File: config.mk
export PLATFORM = sky130hd
export DESIGN_NAME = interrupt_controller
export DESIGN_NICKNAME = d
export VERILOG_FILES = /design/src/rtl/int_pkg.sv /design/src/rtl/int_priority_enc.sv /design/src/rtl/interrupt_controller.sv
export SDC_FILE = /design/constraint.sdc
export NUM_CORES = 1
export LEC_CHECK = 0
export CAP_MARGIN = 10
export CORE_MARGIN = 1.5
export CORE_UTILIZATION = 39
export DETAILED_ROUTE_END_ITERATION = 16
export GPL_ROUTABILITY_DRIVEN = 0
export PLACE_DENSITY = 0.85
export SYNTH_ARGS = -nofsm -noshare
export SYNTH_HDL_FRONTEND = slang
export SYNTH_SLANG_ARGS = --single-unit
File: constraint.sdc
create_clock -name clk -period 2.1 [get_ports clk]
set_input_delay 0.525 -clock clk [delete_from_list [all_inputs] [get_ports clk]]
set_output_delay 0.525 -clock clk [all_outputs]
set_load 0.005 [all_outputs]
File: src/rtl/int_pkg.sv
// Shared definitions for the interrupt controller: source indices, register
// addresses of IF/IE on the MMU bus, and the offer FSM state encoding.
package int_pkg;

    localparam int unsigned INT_VBLANK = 0;
    localparam int unsigned INT_STAT   = 1;
    localparam int unsigned INT_TIMER  = 2;
    localparam int unsigned INT_SERIAL = 3;
    localparam int unsigned INT_JOYPAD = 4;

    localparam logic [15:0] ADDR_IF = 16'hFF0F;
    localparam logic [15:0] ADDR_IE = 16'hFFFF;

    typedef enum logic [1:0] {
        IDLE  = 2'd0,
        OFFER = 2'd1,
        HOLD  = 2'd2
    } int_state_e;

endpackage

File: src/rtl/int_priority_enc.sv
// Lowest-set-bit priority encoder.
// Ports:
//   req  in  NUM_SRC  request vector
//   any  out 1        some request bit is set
//   id   out 3        index of the lowest set bit (0 when none set)
module int_priority_enc #(
    parameter int unsigned NUM_SRC = 5
) (
    input  logic [NUM_SRC-1:0] req,
    output logic               any,
    output logic [2:0]         id
);

    always_comb begin
        any = |req;
        id  = 3'd0;
        // Scan downwards so the lowest set bit is the last one assigned.
        for (int i = int'(NUM_SRC) - 1; i >= 0; i--) begin
            if (req[i]) begin
                id = 3'(i);
            end
        end
    end

endmodule

File: src/rtl/interrupt_controller.sv
// Game Boy interrupt controller: owns IF (0xFF0F) and IE (0xFFFF), turns
// peripheral request levels into sticky pending flags on rising edges, and
// offers the highest-priority enabled interrupt to the CPU.
// Ports:
//   clk, rst                 clock, async active-low reset
//   addr, wr_data, wr_enable MMU write interface
//   rd_enable, rd_data,
//   rd_hit                   MMU read interface (combinational)
//   hw_req                   peripheral request levels
//   int_valid, int_id,
//   int_vector, int_ack      CPU offer / acknowledge handshake
//   wake                     any enabled interrupt pending (HALT exit)
module interrupt_controller
    import int_pkg::*;
#(
    parameter int unsigned NUM_SRC    = 5,
    parameter logic [7:0]  VEC_BASE   = 8'h40,
    parameter int unsigned VEC_STRIDE = 8
) (
    input  logic               clk,
    input  logic               rst,
    input  logic [15:0]        addr,
    input  logic [7:0]         wr_data,
    input  logic               wr_enable,
    input  logic               rd_enable,
    output logic [7:0]         rd_data,
    output logic               rd_hit,
    input  logic [NUM_SRC-1:0] hw_req,
    output logic               int_valid,
    output logic [2:0]         int_id,
    output logic [7:0]         int_vector,
    input  logic               int_ack,
    output logic               wake
);

    logic [NUM_SRC-1:0] if_q, if_d, prev_q, edge_det, pend, clear, base;
    logic [7:0]         ie_q, if_rd;
    int_state_e         state_q, state_d;
    logic               any;
    logic [2:0]         win_id;
    logic               ack_take;

    assign edge_det = hw_req & ~prev_q;
    assign pend     = if_q & ie_q[NUM_SRC-1:0];
    assign wake     = |pend;

    int_priority_enc #(
        .NUM_SRC(NUM_SRC)
    ) u_enc (
        .req(pend),
        .any(any),
        .id (win_id)
    );

    // Offer is withdrawn in the same cycle pend collapses, so the CPU never
    // sees a valid with nothing behind it; an ack then is ignored.
    assign int_valid  = (state_q == OFFER) && any;
    assign ack_take   = int_valid && int_ack;
    assign int_id     = int_valid ? win_id : 3'd0;
    assign int_vector = VEC_BASE + 8'(VEC_STRIDE) * {5'd0, int_id};

    always_comb begin
        base = (wr_enable && addr == ADDR_IF) ? wr_data[NUM_SRC-1:0] : if_q;
        for (int i = 0; i < int'(NUM_SRC); i++) begin
            clear[i] = ack_take && (win_id == 3'(i));
        end
        // Edge is OR'd last so a new request beats both write and ack.
        if_d = (base & ~clear) | edge_det;
    end

    always_comb begin
        state_d = state_q;
        unique case (state_q)
            IDLE:    if (any) state_d = OFFER;
            OFFER: begin
                if (ack_take)  state_d = HOLD;
                else if (!any) state_d = IDLE;
            end
            HOLD:    state_d = any ? OFFER : IDLE;
            default: state_d = IDLE;
        endcase
    end

    always_ff @(posedge clk or negedge rst) begin
        if (!rst) begin
            if_q    <= '0;
            ie_q    <= 8'h00;
            prev_q  <= '0;
            state_q <= IDLE;
        end else begin
            if_q    <= if_d;
            prev_q  <= hw_req;
            state_q <= state_d;
            if (wr_enable && addr == ADDR_IE) begin
                ie_q <= wr_data;
            end
        end
    end

    always_comb begin
        if_rd                = 8'hFF;
        if_rd[NUM_SRC-1:0]   = if_q;
        rd_hit               = rd_enable && (addr == ADDR_IF || addr == ADDR_IE);
        rd_data              = 8'h00;
        if (rd_enable && addr == ADDR_IF) begin
            rd_data = if_rd;
        end else if (rd_enable && addr == ADDR_IE) begin
            rd_data = ie_q;
        end
    end

endmodule
==> out/metrics.yaml, run 1 <==
outcome: "finished with violations"
failed_checks: "setup timing"
fillers: 184
detail-route-antenna-nets: 0
num_antenna_cells: 0
post-route-util: 0.773
htree_num_levels: 1
cts_buffers: 3
wire_per_inst_um: 17.6
ys_dominant_reg_cell: "dfrtp_1"
routed_wl_um: 4270
viasPerCell: 5.49
clock-root-buffer: "clkbuf_4"
num_vias: 1335
worstRegToRegCells: 8
crit_buf_inv: 4
start_util: 0.409
critPathMaxFanout: 3
cp_cell_sequence: "buf_6 -> a22oi_2 -> nand2_2 -> a21oi_4 -> buf_6 -> buf_6 -> nor2_2 -> buf_2"
dieArea_sq_um: 3200
grt_pass1_vias: 1419
ys_seq_area_frac: 0.448
cts_buffer_depth: 2
critPathTopFamily: "buffers and inverters"
crit_path_end_kind: "output pin"
grt_first_pass_wirelength_um: 6880
final_max_slew_viol_count: 0
crit_arrival_ns: 1.68
crit_required_ns: 1.57
area_delta_synth_final_pct: 89.1
max-cap-violations: 0
clk_pin_slew_worst_paths_ns: 0.11
nets: 248
max_freq_mhz: 453
ys_async_sr_fraction: 1.00
cts_tree: "built"
fin_area_sq_um: 2110
antenna_found_initial: 0
holdPathStages: 1
fp-row-count: 19
grt-ovfl-total: 0
worstReg2RegEnd: "if_q[4]$_DFF_PN0_"
final_common_cell: "buf_4"
cp_slowest_stage_delay_ns: 0.41
setup_violations: 8
die_h_um: 56.5
insertion_delay_ns: 0.31
core_area_sq_um: 2730
dr.pass1.iters: 4
yosys_register_bits: 20
synthDistinctLibCells: 30
period_share: 1.05
place.port_buffers: 50
hold_path_end: "if_q[2]$_DFF_PN0_"
dieWidth_um: 56.5
ctsHoldBuffers: 0
hold_start: "prev_q[2]$_DFF_PN0_"
syn_area_sq_um: 1120
hold_class: "register to register"
top_level_ports: 56
grt_max_degree: 21
critPathLaunchType: "register"
max-vdd-ir-drop_uv: 339
cts.sinks: 20
drive_above_1_share: 0.528
syn_avg_cell_area_sq_um: 9.89
syn_inst: 113
worstSetupPathType: "register to output pin"
track_usage: 0.283
postLayoutSetupSlackWorst_ns: -0.110
finClkSkew_ns: 0.000979
power_density_nw_per_um2: 321
synth-edff-count: 0
drtIter0Drc: 27
dpl-instance-area_sq_um: 1800
hold_viol_final: 0
place_hpwl_um: 2560
cp_common_cell: "buf_6"
worst-r2r-setup-slack_ns: 0.39
rsz0062_at_grt: "true"
r2r-start: "ie_q[2]$_DFFE_PN0P_"
fin_crit_ns: 2.21
mostFrequentLayoutCells: "buf_4, dfrtp_1, buf_2, clkdlybuf4s50_1, buf_6"
drc: 0
p_leak_nw: 0.996
cpMaxStageDelayCell: "dfrtp_1"
ys_warn_count: 0
## timing repair
| action | CTS | global route |
|---|---|---|
| setup buffers | 27 | 2 |
| resized for setup | 132 | 9 |
| gates cloned | 2 | 0 |
| endpoints found under the setup margin | 17 | 14 |
| pin swaps | 22 | 9 |
## cell usage after synthesis, types with 2 or more instances
cell	number	area share
dfrtp_1	20	0.45
nor2_1	13	0.044
a22oi_1	8	0.054
buf_4	8	0.054
mux2_2	8	0.081
nand4_1	8	0.045
inv_1	7	0.024
nand2_1	7	0.024
a21oi_1	5	0.022
o221ai_1	4	0.031
and4_1	2	0.016
buf_2	2	0.0090
conb_1	2	0.0067
nand3_1	2	0.0090
nor2b_1	2	0.011
## report_power, final
group	switching, mW	internal [mW]	total [mW]
Sequential	0.00171	0.390	0.392
Combinational	0.0408	0.0608	0.102
Clock	0.118	0.0671	0.185
## flip-flops by register name, summed over array words and instances (netlist names)
name,cells
state_q,2
if_q,5
prev_q,5
ie_q,8
## routing by layer
metal / wire length, um / track usage / vias to the layer above
li1: - / - / 602
met3: 342 / 0.0576 / 19
met5: 0 / 0 / -
met2: 2280 / 0.515 / 70
met4: 124 / 0.119 / 0
met1: 1520 / 0.315 / 644
## how the worst max path moves through the flow
stage,startpoint,end,slack [ns],depth (start not counted)
final,ie_q[2]$_DFFE_PN0P_,int_valid,-0.11,8
after global placement,addr[4],rd_data[3],-0.54,6
after CTS,ie_q[2]$_DFFE_PN0P_,int_id[0],-0.11,8
after detailed placement,addr[4],rd_data[3],-0.58,6
after floorplan,if_q[1]$_DFF_PN0_,int_vector[3],0.08,5
after global routing,ie_q[2]$_DFFE_PN0P_,int_valid,-0.17,8
## final cells by class
| class | count | area [sq um] | share of cell area |
|---|---|---|---|
| timing repair buffer | 103 | 845 | 0.400 |
| multi-input combinational | 79 | 681 | 0.322 |
| sequential | 20 | 500 | 0.237 |
| tap | 31 | 38.8 | 0.0184 |
| inverter | 7 | 26.3 | 0.0124 |
| clock buffer | 3 | 22.5 | 0.0107 |
## through the flow
| step | TNS (ns) | power (mW) | setup WS, ns | instances | hold slack (ns) |
|---|---|---|---|---|---|
| floorplan | 0 | 0.420 | 0.0759 | 116 | 0.229 |
| global placement | -6.22 | 0.494 | -0.544 | 214 | 0.428 |
| detailed placement | -7.36 | 0.496 | -0.581 | 214 | 0.451 |
| CTS | -0.359 | 0.673 | -0.107 | 246 | 0.466 |
| global route | -0.935 | 0.699 | -0.168 | 243 | 0.497 |
| finish | -0.448 | 0.678 | -0.110 | 243 | 0.482 |
## logic make-up (layout without fill, tap and decap cells)
| kind of cell | after synthesis | in the layout | share of synthesized area |
|---|---|---|---|
| other | 2 | 5 | 0.00672 |
| multiplexers | 8 | 8 | 0.0806 |
| AO/OA/AOI/OAI | 22 | 22 | 0.142 |
| flip-flops | 20 | 20 | 0.448 |
| buffers and inverters | 17 | 113 | 0.0862 |
| AND/OR/NAND/NOR | 44 | 44 | 0.236 |
Power figures use the tool's default switching activity.
==> inputs of run 2 (changes only) <==
--- a/config.mk
+++ b/config.mk
@@ -7,10 +7,10 @@
 export LEC_CHECK = 0
 export CAP_MARGIN = 10
 export CORE_MARGIN = 1.5
-export CORE_UTILIZATION = 39
+export CORE_UTILIZATION = 36
 export DETAILED_ROUTE_END_ITERATION = 16
 export GPL_ROUTABILITY_DRIVEN = 0
-export PLACE_DENSITY = 0.85
+export PLACE_DENSITY = 0.83
 export SYNTH_ARGS = -nofsm -noshare
 export SYNTH_HDL_FRONTEND = slang
 export SYNTH_SLANG_ARGS = --single-unit
==> constraint.sdc (replaced) <==
create_clock -name clk -period 1.9 [get_ports clk]
set_input_delay 0.475 -clock clk [delete_from_list [all_inputs] [get_ports clk]]
set_output_delay 0.475 -clock clk [all_outputs]
set_load 0.005 [all_outputs]
==> run 2 against run 1 <==
  * The flow still finishes with violations (setup timing)
  * Worst setup slack worse by 0.020 ns
  * Via count down 4.1%
  * Sequential power up 10%
  * Final area down 2.7%
  * Sequential share of layout area up 0.66 points
  * Clock skew up 0.012 ns
  * Combinational power up 13%
  * Critical path depth down 1
  * Utilization down 8.8 points
  * Critical path type unchanged
  * Critical endpoint unchanged
  * Largest cell class unchanged
  * Largest power group unchanged
  * Highest routed layer unchanged
==> out/metrics.yaml, run 2 (synthesis results as in run 1) <==
largest_reg_flops: 8  # unchanged
period_share: 1.07
mostFrequentLayoutCells: "buf_4, dfrtp_1, buf_2, clkdlybuf4s50_1, buf_6"
final_common_cell: "buf_4"
antenna_found_initial: 0  # unchanged
viasPerCell: 5.42  # -1.3%
post-place-ws_ns: -0.800  # -0.219 ns
setup_violations: 14  # +6
core_area_sq_um: 3000  # +9.8%
place_hpwl_um: 2760  # +7.8%
crit_required_ns: 1.42  # -0.15 ns
dieWidth_um: 58.7  # +3.9%
nets: 238  # -4.0%
failed_checks: "setup timing"
start_util: 0.372  # -0.0366
hold_ws_ns: 0.469  # -0.0125 ns
place.port_buffers: 50  # unchanged
dieArea_sq_um: 3450  # +7.9%
insertion_delay_ns: 0.30  # about the same
cp_slowest_stage_delay_ns: 0.42  # about the same
clock-root-buffer: "clkbuf_4"
cts_tree: "built"
num_vias: 1280  # -4.1%
cpMaxStageDelayCell: "dfrtp_1"
hold_viol_final: 0  # unchanged
power_density_nw_per_um2: 387  # +21%
finClkSkew_ns: 0.0132  # +0.0122 ns
hold_class: "register to register"
critPathTopFamily: "flip-flops"
grt_pass1_vias: 1313  # -7.5%
max_freq_mhz: 493
num_antenna_cells: 0  # unchanged
htree_num_levels: 1  # unchanged
die_h_um: 58.7  # +3.9%
max-vdd-ir-drop_uv: 441  # +30%
crit_buf_inv: 3  # -1
p_leak_nw: 0.965  # -3.1%
worstSetupPathType: "register to output pin"
fin_setup_tns_ns: -0.873  # -0.425 ns
rsz0062_at_grt: "true"
drive_above_1_share: 0.596  # +0.0678
dr.pass1.iters: 4  # unchanged
drtIter0Drc: 40  # +48%
cts.sinks: 20  # unchanged
grt-ovfl-total: 0  # unchanged
outcome: "finished with violations"
top_regs: "ie_q (8), if_q (5), prev_q (5)"
crit_arrival_ns: 1.55  # -0.13 ns
worst-r2r-setup-slack_ns: 0.40  # about the same
cts_buffers: 3  # unchanged
track_usage: 0.236  # -0.0470
cts_buffer_depth: 2  # unchanged
critPathMaxFanout: 2  # -1
routed_wl_um: 3930  # -8.1%
top_level_ports: 56  # unchanged
wire_per_inst_um: 16.6  # -5.4%
fin_crit_ns: 2.03
postLayoutSetupSlackWorst_ns: -0.130  # -0.0199 ns
final_max_slew_viol_count: 0  # unchanged
detail-route-antenna-nets: 0  # unchanged
clk_pin_slew_worst_paths_ns: 0.12  # about the same
fp-row-count: 20  # +1
drc: 0  # unchanged
critPathLaunchType: "register"
max-cap-violations: 0  # unchanged
area_delta_synth_final_pct: 84.0
crit_path_end_kind: "output pin"
cp_cell_sequence: "a22oi_2 -> nand2_2 -> a21oi_2 -> buf_4 -> buf_6 -> nor2_2 -> buf_2"
power_mw: 0.796  # +17%
largest-register: "ie_q"
grt_max_degree: 21  # unchanged
grt_first_pass_wirelength_um: 6020  # -13%
==> run 2: cell types whose count changed in the layout (fill, tap and decap cells not counted), sizes merged <==
cell and change:
buf -7, clkdlybuf4s15 -2, clkbuf +8, clkdlybuf4s50 -1, dlygate4sd2 -7
==> run 2: final timing paths <==
| kind | end | start | depth (start not counted) |
|---|---|---|---|
| min in group asynchronous | ie_q[0]$_DFFE_PN0P_ | rst | 2 |
| worst max-delay path | int_valid | ie_q[1]$_DFFE_PN0P_ | 7 |
| worst max register to register | if_q[4]$_DFF_PN0_ | state_q[1]$_DFFE_PN0P_ | 5 |
| max in group asynchronous | ie_q[3]$_DFFE_PN0P_ | rst | 2 |
| worst min register to register | if_q[0]$_DFF_PN0_ | prev_q[0]$_DFF_PN0_ | 1 |
| worst min-delay path | if_q[0]$_DFF_PN0_ | prev_q[0]$_DFF_PN0_ | 1 |
==> run 2: layout make-up <==
class	count	area, sq um
inverters	7	26.3
multi-input cells	79	722
flip-flops and latches	20	500
fillers	220	947
clock buffers	4	36.3
well taps	33	41.3
repair buffers	93	729
==> run 2: repair_timing <==
action	4_1_cts	5_1_grt
pin swaps	21	19
setup endpoints to repair	17	15
hold buffers	0	0
buffers inserted	14	2
gates cloned	1	0
resized for setup	138	31
==> run 2: power by group <==
group | internal [mW] | switching, mW
logic | 0.0690 | 0.0461
registers | 0.431 | 0.00236
clock network | 0.117 | 0.131
total | 0.617 | 0.179
==> run 2: per-stage QoR <==
| step | instances | util | instance area (sq um) |
|---|---|---|---|
| finish | 236 | 0.685 | 2060 |
| global route | 236 | 0.685 | 2060 |
| CTS | 236 | 0.677 | 2030 |
| detailed placement | 219 | 0.613 | 1840 |
| global placement | 219 | 0.613 | 1840 |
| floorplan | 116 | - | 1130 |
==> run 2: worst reg2reg max path, delay by kind of cell, from the launching register on <==
| kind | cells | cell delay, ns |
|---|---|---|
| buffers and inverters | 1 | 0.13 |
| AO/OA/AOI/OAI | 2 | 0.35 |
| flip-flops | 1 | 0.40 |
| AND/OR/NAND/NOR | 2 | 0.51 |
==> run 2: metal layers <==
layer  GRT usage  share of wire  vias to the layer above
met1       0.260           0.37                      630
met3      0.0418          0.048                       13
met4       0.107          0.025                        0
li1            -              -                      589
met5           0              0                        -
met2       0.437           0.56                       48
